**src/rtl/dual_ram_arbiter.sv**
```systemverilog
// dual_ram_arbiter: round-robin sharing of a true-dual-port RAM among NREQ requesters,
// up to two grants per cycle with same-address write conflict blocking.
module dual_ram_arbiter #(
    parameter int NREQ = 4,
    parameter int AW   = 10,
    parameter int DW   = 16,
    parameter int CW   = 16
) (
    input  logic              clk,
    input  logic              rst,
    input  logic [NREQ-1:0]   req_valid,
    input  logic [NREQ-1:0]   req_we,
    input  logic [NREQ*AW-1:0] req_addr,
    input  logic [NREQ*DW-1:0] req_wdata,
    output logic [NREQ-1:0]   req_ready,
    output logic [NREQ-1:0]   rsp_valid,
    output logic [NREQ*DW-1:0] rsp_rdata,
    output logic [AW-1:0]     ram_addr1,
    output logic [AW-1:0]     ram_addr2,
    output logic [DW-1:0]     ram_data1,
    output logic [DW-1:0]     ram_data2,
    output logic              ram_we1,
    output logic              ram_we2,
    input  logic [DW-1:0]     ram_out1,
    input  logic [DW-1:0]     ram_out2,
    output logic [CW-1:0]     conflict_cnt
);
    localparam int PW = $clog2(NREQ);

    logic [PW-1:0]     ptr, idx, a_idx, b_idx, last_idx;
    logic              a_found, b_found, conflict, grant_b, we_a, we_b;
    logic [AW-1:0]     addr_a, addr_b;
    logic [DW-1:0]     data_a, data_b;
    logic [NREQ-1:0]   one_a, one_b, sel1;
    logic [NREQ*DW-1:0] hold;

    always_comb begin
        idx = '0;
        a_idx = '0;
        b_idx = '0;
        a_found = 1'b0;
        b_found = 1'b0;
        for (int k = 0; k < NREQ; k++) begin
            idx = PW'((int'(ptr) + k) % NREQ);
            if (!rst && req_valid[idx]) begin
                if (!a_found) begin
                    a_found = 1'b1;
                    a_idx = idx;
                end else if (!b_found) begin
                    b_found = 1'b1;
                    b_idx = idx;
                end
            end
        end
    end

    assign addr_a   = req_addr[a_idx*AW +: AW];
    assign addr_b   = req_addr[b_idx*AW +: AW];
    assign data_a   = req_wdata[a_idx*DW +: DW];
    assign data_b   = req_wdata[b_idx*DW +: DW];
    assign we_a     = req_we[a_idx];
    assign we_b     = req_we[b_idx];
    assign one_a    = NREQ'(1) << a_idx;
    assign one_b    = NREQ'(1) << b_idx;
    // B only competes if it cannot race A on the same word
    assign conflict = b_found && addr_a == addr_b && (we_a || we_b);
    assign grant_b  = b_found && !conflict;
    assign last_idx = grant_b ? b_idx : a_idx;

    assign req_ready = (a_found ? one_a : '0) | (grant_b ? one_b : '0);
    assign ram_addr1 = a_found ? addr_a : '0;
    assign ram_data1 = a_found ? data_a : '0;
    assign ram_we1   = a_found && we_a;
    assign ram_addr2 = grant_b ? addr_b : '0;
    assign ram_data2 = grant_b ? data_b : '0;
    assign ram_we2   = grant_b && we_b;

    always_ff @(posedge clk) begin
        if (rst) begin
            ptr          <= '0;
            rsp_valid    <= '0;
            sel1         <= '0;
            conflict_cnt <= '0;
        end else begin
            if (a_found)
                ptr <= (last_idx == PW'(NREQ-1)) ? '0 : last_idx + 1'b1;
            sel1         <= (a_found && !we_a) ? one_a : '0;
            rsp_valid    <= ((a_found && !we_a) ? one_a : '0) | ((grant_b && !we_b) ? one_b : '0);
            if (conflict && conflict_cnt != '1)
                conflict_cnt <= conflict_cnt + 1'b1;
        end
    end

    always_ff @(posedge clk) hold <= rsp_rdata;

    for (genvar i = 0; i < NREQ; i++) begin : g_rsp
        assign rsp_rdata[i*DW +: DW] = rsp_valid[i] ? (sel1[i] ? ram_out1 : ram_out2) : hold[i*DW +: DW];
    end
endmodule

```
**config.mk**
```make
export PLATFORM = sky130hd
export DESIGN_NAME = dual_ram_arbiter
export DESIGN_NICKNAME = d
export VERILOG_FILES = /design/src/rtl/dual_ram_arbiter.sv
export SDC_FILE = /design/constraint.sdc
export NUM_CORES = 1
export LEC_CHECK = 0
export BUFFER_PORTS_ARGS = -buffer_cell sky130_fd_sc_hd__buf_2
export CELL_PAD_IN_SITES_DETAIL_PLACEMENT = 1
export CELL_PAD_IN_SITES_GLOBAL_PLACEMENT = 2
export CORE_ASPECT_RATIO = 0.7
export CORE_UTILIZATION = 29
export CTS_BUF_LIST = sky130_fd_sc_hd__clkbuf_4 sky130_fd_sc_hd__clkbuf_8 sky130_fd_sc_hd__clkbuf_16
export DETAILED_ROUTE_END_ITERATION = 10
export GPL_TIMING_DRIVEN = 0
export MAX_ROUTING_LAYER = met4
export PLACE_DENSITY_LB_ADDON = 0.1
export SYNTH_ARGS = -nofsm -noshare
export SYNTH_HDL_FRONTEND = slang
export SYNTH_SLANG_ARGS = --single-unit
```
**constraint.sdc**
```tcl
create_clock -name clk -period 7.2 [get_ports clk]
set_input_delay 0.36 -clock clk [delete_from_list [all_inputs] [get_ports clk]]
set_output_delay 0.36 -clock clk [all_outputs]
set_load 0.01 [all_outputs]
```
==> results of run 1 <==
-- synthesized netlist by cell type (4+ instances only) --
master     number
mux2i_1       125
nor2_1         97
dfxtp_1        90
a21oi_1        86
nand2_1        66
and3_1         45
clkbuf_1       41
a211oi_1       19
mux4_2         19
buf_2          16
nand3_1        14
o21ai_0        14
or4_1          12
inv_1          11
o31ai_1        11
nand4_1        10
mux2_2          9
buf_1           7
buf_6           7
nor3_1          7
nand2b_1        6
o2111ai_1       6
o22ai_1         6
xnor2_1         6
and2_1          5
nand3b_1        5
nor2b_1         5
o211ai_1        5
o21ai_1         5
a311o_1         4
buf_4           4
nor3b_1         4
o21a_1          4
xor2_1          4
-- cells by family after synthesis --
logic type | count (synthesis) | share of synthesized area
and+or+nand+nor | 296 | 0.2148
buffers and inverters | 87 | 0.05910
xor gates and xnor gates | 10 | 0.01250
adders and majority gates | 4 | 0.006785
AOI/OAI and AO/OA | 200 | 0.1935
muxes | 154 | 0.2562
DFF | 90 | 0.2571
-- power groups by stage --
stage	Combinational [mW]	Clock, mW	Sequential (mW)
after floorplan	1.31	0	0.742
after global placement	2.02	0	0.751
after detailed placement	2.04	0	0.755
after CTS	2.05	0.564	0.745
after global routing	2.21	0.585	0.763
final	2.04	0.552	0.744
-- through the flow --
stage,power [mW],instances,utilization,area (sq um),hold slack [ns]
after floorplan,2.050,841,-,7008,0.4291
after global placement,2.774,1444,0.3727,8832,0.4548
after detailed placement,2.791,1444,0.3727,8832,0.4640
after CTS,3.355,1460,0.3875,9184,0.2385
after global routing,3.558,1465,0.3880,9196,0.2490
final,3.337,1465,0.3880,9196,0.2573
-- metal layers --
metal | global-route usage | up-vias
met2 | 0.3597 | 240
met5 | - | -
li1 | - | 3724
met3 | 0.04072 | 20
met4 | 0.05510 | 0
met1 | 0.3636 | 3715
-- state kept, by name, indices dropped and copies added, names as in the netlist --
signal	flops
ptr	2
hold	64
conflict_cnt	16
sel1	4
rsp_valid	4
-- worst paths after layout --
path	cells past startpoint	slack, ns	to
worst max-delay path	18	1.41	ram_data2[13]
worst min-delay path	2	0.26	sel1[2]$_SDFF_PP0_
worst max register to register	18	2.15	rsp_valid[3]$_SDFF_PP0_
worst min register to register	2	0.47	hold[47]$_DFF_P_
-- final cells by class --
type                    count  share of cell area
diodes                      5            0.001361
plain buffers              75             0.04014
clock buffers              10             0.02599
clock inverters             6             0.01224
inverters                  12            0.004898
multi-input cells         664              0.5211
flip-flops and latches     90              0.1959
well taps                 318             0.04327
repair buffers            285              0.1551
==> impl_metrics.tcl, run 1 <==
set metrics [dict create \
    m1WireLength_um 15880 \
    ys_types 76 \
    worstPathArrival_ns 5.43 \
    clock-root-buffer "clkbuf_16" \
    yosysTopAreaCellShare 0.2571 \
    ys_warn_count 0 \
    internal-power_mw 1.842 \
    synthToLayoutAreaGrowth_pct 31.23 \
    p_clk_frac 0.165 \
    hold_buffers 0 \
    max_freq_mhz 172.8 \
    first_pass_iters 4 \
    grt_pass1_vias 7769 \
    grt_overflow 0 \
    fin_tns_setup_ns 0 \
    netlist_instances 841 \
    slowest_stage "clkbuf_1" \
    dp_hpwl_um 24740 \
    worstMarginPinSlew_ns 0.8646 \
    critPathTopFamily "buffers and inverters" \
    cpPeakStageDelay_ns 0.52 \
    htreeDepth 3 \
    drc 0 \
    place_ws_ns 1.660 \
    synth_ff_type "dfxtp_1" \
    hold_viol 0 \
    power_density_nw_per_um2 362.8 \
    drv_slew 0 \
    initial_core_util 0.2957 \
    synth_area_leaders "dfxtp_1 26%, mux2i_1 18%, a21oi_1 6.1%, mux4_2 6.1%, nor2_1 5.2%" \
    peakVddDrop_mv 0.1613 \
    die_h_um 132.1 \
    setup_viol_count_final 0 \
    grt_max_degree 16 \
    r2r-start "ptr[0]$_SDFFE_PP0N_" \
    ys_seq_elements 90 \
    coreArea_sq_um 23700 \
    power_switching_mw 1.495 \
    grt_use_total 0.2505 \
    final_cell_mix "301 x buf_2, 125 x mux2i_1, 97 x nor2_1" \
    clock-sinks 90 \
    layout_commonest_cell "buf_2" \
    drtAntennaViolNets 0 \
    cp_cell_sequence "buf_6 -> buf_6 -> mux2i_1 -> o22ai_2 -> ha_1 -> o221ai_2 -> a21boi_1 -> o211ai_1 -> and2_1 -> buf_2 -> mux2_2 -> a21oi_1 -> a21oi_1 -> nand4b_4 -> clkbuf_1 -> clkbuf_1 -> and3_1 -> buf_2" \
    n_fill_cell 2964 \
    p_comb_frac 0.612 \
    multi_input_area_sq_um 4792 \
    vias 7699 \
    yosysSeqAreaShare 0.2571 \
    dieArea_sq_um 24800 \
    critPathCaptureType "output port" \
    pwr-share-seq 0.223 \
    dieWidth_um 187.8 \
    dr.first_iter.drc_count 404 \
    routedWlPerCell_um 20.91 \
    synth.cell_area_sq_um 7008 \
    start_kind "flop" \
    cts.path.max_buffers 2 \
    rows 47 \
    critPathKind "flop to output port" \
    max_slew_margin 0.4192 \
    hold_class "primary input to flop" \
    gp_congestion 0.8518 \
    maxCapViolCount 0 \
    cts_tree "done" \
    setup_slack_ns 1.412 \
    rsz0062_at_grt "no" \
    nets 1286 \
    clkTransAtPathRegs_ns 0.06 \
    outcome "completed" \
    top_layer "met4" \
    dr_wl_met2_um 12830 \
    critical_path_required_ns 6.84 \
    cts_buffers 9 \
    min_from "req_we[2]" \
    p_leak_nw 4.007 \
    synth_edf_count 0 \
    async_reset_ff_frac 0 \
    post_cts_resized 0 \
    syn_area_per_cell_sq_um 8.333 \
    met3WireLength_um 1533 \
    seq_area_sq_um 1802 \
    timing.final.crit_share 0.8039 \
    worst_clock_skew_ns 0.008973 \
    portBuffers 285 \
    critical_path_buf_inv_count 6 \
    drt_wl_total_um 30630 \
    grt_pass1_wl_um 46890 \
    crit_fanout 10 \
    post-route-min-period_ns 5.788 \
    pin_count 288 \
    drive_above_1_share 0.3257 \
    sw_frac_of_total 0.4480 \
    syn_nets 990 \
    yosysTopAreaCell "dfxtp_1" \
    crit_start "ptr[0]$_SDFFE_PP0N_" \
    antenna_found_initial 5 \
    clock_latency_ns 0.35 \
    post_cts_buffers 0 \
    via_per_inst 5.255 \
]
Note: power is estimated with default switching activity, not from simulation.
==> run 2: changes to the inputs <==
- CORE_UTILIZATION: 29 -> 25
- clock period: 7.2 -> 4.7 ns (I/O delays scaled with it)
==> impl_metrics.tcl, run 2 (synthesized netlist as in run 1, its figures left out) <==
set metrics [dict create \
    dieArea_sq_um 28720 \
    coreArea_sq_um 27150 \
    nets 1308 \
    power_density_nw_per_um2 544.0 \
    antenna_found_initial 4 \
    dp_hpwl_um 26330 \
    cts.path.max_buffers 2 \
    grt_overflow 0 \
    reg2reg_slack_ns 0.34 \
    pin_count 288 \
    worstPathArrival_ns 4.30 \
    slowest_stage "dfxtp_2" \
    seq_area_sq_um 1803 \
    largest_register_ffs 64 \
    critPathCaptureType "output port" \
    critical_path_required_ns 4.47 \
    cts_buffers 9 \
    finish.utilization 0.3577 \
    grt_max_degree 17 \
    cts_tree "done" \
    rows 50 \
    via_per_inst 5.056 \
    peakVddDrop_mv 0.1791 \
    layout_commonest_cell "buf_2" \
    critPathKind "flop to output port" \
    dr.first_iter.drc_count 301 \
    clkTransAtPathRegs_ns 0.06 \
    largestRegisters "hold: 64 flops, conflict_cnt: 16 flops" \
    max_slew_margin 0.1799 \
    htreeDepth 3 \
    cpPeakStageDelay_ns 0.38 \
    outcome "completed" \
    max_freq_mhz 220.3 \
    final_cell_mix "297 x buf_2, 121 x mux2i_1, 97 x nor2_1" \
    initial_core_util 0.2581 \
    regMostFlops "hold" \
    die_h_um 142.1 \
    crit_fanout 10 \
    drt_wl_total_um 32870 \
    n_fill_cell 3343 \
    critPathTopFamily "buffers and inverters" \
    clock-root-buffer "clkbuf_16" \
    worstMarginPinSlew_ns 1.221 \
    clock_latency_ns 0.35 \
    dieWidth_um 202.1 \
    cp_cell_sequence "buf_6 -> buf_12 -> mux2i_4 -> o22ai_4 -> buf_4 -> a32oi_2 -> o21ai_4 -> buf_4 -> a211oi_2 -> a211oi_1 -> nand3b_1 -> nor4_4 -> nand4b_4 -> buf_12 -> clkbuf_8 -> and3_1 -> buf_2" \
    start_kind "flop" \
    drtAntennaViolNets 0 \
    grt_use_total 0.2309 \
    grt_pass1_wl_um 49250 \
    portBuffers 285 \
    hold_class "primary input to flop" \
    critical_path_buf_inv_count 7 \
    place_ws_ns -0.8780 \
    routedWlPerCell_um 21.46 \
    first_pass_iters 5 \
    post-route-min-period_ns 4.539 \
    synthToLayoutAreaGrowth_pct 38.60 \
    setup_viol_count_final 0 \
    p_leak_nw 4.203 \
    vias 7746 \
    multi_input_area_sq_um 5019 \
    timing.final.crit_share 0.9658 \
    grt_pass1_vias 7937 \
    drc 0 \
    setup_slack_ns 0.1609 \
    worst_clock_skew_ns 0.009832 \
    drv_slew 0 \
    clock-sinks 90 \
    drive_above_1_share 0.3720 \
    hold_viol 0 \
    maxCapViolCount 0 \
    gp_congestion 0.8123 \
]
## run 2: final cells by class
class / instances / area share
Antenna cell: 4 / 0.001031
Tap cell: 364 / 0.04689
Timing Repair Buffer: 307 / 0.1639
Buffer: 75 / 0.04921
Clock buffer: 10 / 0.02460
Multi-Input combinational cell: 664 / 0.5167
Sequential cell: 90 / 0.1856
Inverter: 12 / 0.004637
Clock inverter: 6 / 0.007471
## run 2: timing repair
item	CTS	global route
gates resized for setup	46	35
setup buffers	12	9
pin swaps	7	10
endpoints found under the setup margin	52	32
hold buffers	0	0
cloned	1	0
## run 2: through the flow
stage               std cells  setup TNS (ns)  hold WS (ns)  power (mW)  cell area [sq um]
floorplan                 841               0        0.3041       3.140               7008
detailed placement       1490          -21.97        0.4639       4.317               8890
finish                   1532               0        0.1478       5.284               9713
global route             1532        -0.02180        0.1452       5.660               9713
CTS                      1519               0        0.1205       5.234               9490
global placement         1490          -26.55        0.4547       4.296               8890
## run 2: metal layers
metal	up-vias	track usage	wire length, um
li1	3764	-	-
met3	28	0.03388	1664
met5	-	-	0
met4	0	0.04472	432
met2	223	0.3304	13700
met1	3731	0.3402	17080
## run 2: worst paths after layout
| path | start | endpoint | cells past startpoint |
|---|---|---|---|
| setup reg to reg | ptr[0]$_SDFFE_PP0N_ | conflict_cnt[12]$_SDFFE_PP0P_ | 17 |
| hold reg to reg | hold[36]$_DFF_P_ | hold[36]$_DFF_P_ | 2 |
| hold / removal | req_we[2] | sel1[2]$_SDFF_PP0_ | 2 |
| setup / recovery | ptr[0]$_SDFFE_PP0N_ | ram_addr2[2] | 17 |
## run 2: power breakdown
part           internal (mW)  leakage, nW  switching [mW]  total (mW)
Clock                  0.434        0.155           0.326       0.760
Combinational           1.39         3.30            2.00        3.38
Sequential              1.05        0.749          0.0878        1.14
==> run 3: changes to the inputs <==
- GPL_TIMING_DRIVEN: 0 -> not set
==> impl_metrics.tcl, run 3 (synthesized netlist as in run 1, its figures left out) <==
set metrics [dict create \
    grt_use_total 0.2149 \
    crit_fanout 53 \
    largestRegisters "hold: 64 flops, conflict_cnt: 16 flops" \
    clkTransAtPathRegs_ns 0.06 \
    rsz0062_at_grt "no" \
    final_cell_mix "287 x buf_2, 125 x mux2i_1, 97 x nor2_1" \
    drtAntennaViolNets 0 \
    clock-root-buffer "clkbuf_16" \
    gp_congestion 0.8622 \
    place_ws_ns 0.2417 \
    initial_core_util 0.2581 \
    max_slew_margin 0.2211 \
    first_pass_iters 4 \
    finish.utilization 0.3365 \
    critPathCaptureType "output port" \
    nets 1244 \
    hold_buffers 0 \
    critPathKind "flop to output port" \
    setup_slack_ns 0.2471 \
    post-route-min-period_ns 4.453 \
    fin_tns_setup_ns 0 \
    dpl.cell_count 1444 \
    grt_overflow 0 \
    dr.first_iter.drc_count 232 \
    hold_class "primary input to flop" \
    cts_buffers 9 \
    maxCapViolCount 0 \
    via_per_inst 5.062 \
    regMostFlops "hold" \
    die_h_um 142.1 \
    fin_cells 1468 \
    synthToLayoutAreaGrowth_pct 30.37 \
    pin_count 288 \
    critical_path_required_ns 4.47 \
    drive_above_1_share 0.3482 \
    cts_tree "done" \
    coreArea_sq_um 27150 \
    worstPathArrival_ns 4.22 \
    clock-sinks 90 \
    worst_clock_skew_ns 0.009559 \
    peakVddDrop_mv 0.1826 \
    clock_latency_ns 0.35 \
    dieArea_sq_um 28720 \
    grt_pass1_vias 7533 \
    worstMarginPinSlew_ns 1.167 \
    layout_commonest_cell "buf_2" \
    rows 50 \
    start_kind "flop" \
    design_area_sq_um 9136 \
    drt_wl_total_um 30850 \
    antenna_found_initial 4 \
    drv_slew 0 \
    outcome "completed" \
    grt_pass1_wl_um 46300 \
    max_freq_mhz 224.6 \
    post_dp_cell_area_sq_um 8775 \
    grt_max_degree 54 \
    timing.final.crit_share 0.9474 \
    dieWidth_um 202.1 \
    htreeDepth 3 \
    hold_viol 0 \
    vias 7431 \
    largest_register_ffs 64 \
    drc 0 \
    routedWlPerCell_um 21.01 \
    portBuffers 287 \
    dp_hpwl_um 23940 \
    setup_viol_count_final 0 \
    p_leak_nw 3.964 \
    cts.path.max_buffers 2 \
    power_density_nw_per_um2 548.4 \
]
[run 3: cell count changes in the layout (fill, tap and decap cells not counted), sizes merged]
| cell | delta |
|---|---|
| clkinvlp | +2 |
| clkbuf | -42 |
| clkinv | -1 |
| buf | -23 |
| bufinv | -1 |
| inv | +1 |
[run 3: final timing paths]
kind / start / endpoint / slack (ns) / cells after the start
worst max-delay path: ptr[1]$_SDFFE_PP0N_ / req_ready[3] / 0.25 / 16
worst min-delay path: req_we[2] / sel1[2]$_SDFF_PP0_ / 0.14 / 2
worst max register to register: ptr[1]$_SDFFE_PP0N_ / conflict_cnt[9]$_SDFFE_PP0P_ / 0.48 / 15
worst min register to register: hold[6]$_DFF_P_ / hold[6]$_DFF_P_ / 0.47 / 2
[run 3: power breakdown]
part / total, mW / switching, mW / leakage (nW) / internal, mW
Clock: 0.704 / 0.335 / 0.136 / 0.369
Sequential: 1.28 / 0.228 / 0.749 / 1.05
Combinational: 3.02 / 1.74 / 3.08 / 1.28
[run 3: final cells by class]
type                            instances  area (sq um)
Clock buffer                            9         225.2
Fill cell                            3334         18010
Clock inverter                          7         60.06
Sequential cell                        90          1803
Antenna cell                            4         10.01
Multi-Input combinational cell        664          4827
Timing Repair Buffer                  318          1710
Tap cell                              364         455.4
Inverter                               12         45.04
[run 3: critical path: stages (launching register included)]
cell and delay, ns:
dfxtp_1 0.46, nand2b_1 0.27, o22ai_4 0.30, ha_1 0.20, o221ai_2 0.12, a21boi_1 0.17, buf_4 0.17, o211ai_1 0.19
and2_2 0.35, mux2_2 0.40, xnor2_1 0.16, nor4_4 0.31, nand4b_4 0.15, buf_12 0.22, nand4_1 0.14, nand2_1 0.10
buf_2 0.15
[run 3: per-stage QoR]
stage                     power (mW)  hold WS [ns]
after floorplan                3.140        0.3041
after global placement         4.273        0.4553
after detailed placement       4.288        0.4651
after CTS                      5.056        0.1150
after global routing           5.371        0.1224
final                          5.010        0.1414
[run 3: repair_timing]
item | 4_1_cts | 5_1_grt
pin swaps | 1 | 0
gates resized for setup | 2 | 5
setup buffers | 4 | 0
endpoints found under the setup margin | 10 | 31
[run 3: routing by layer]
metal / global-route usage / part of all wire / vias to the layer above / wire length (um)
li1: - / - / 3637 / -
met1: 0.3200 / 0.53 / 3585 / 16480
met2: 0.3010 / 0.41 / 202 / 12660
met3: 0.04144 / 0.051 / 7 / 1558
met4: 0.02849 / 0.0045 / 0 / 140
met5: - / 0 / - / 0
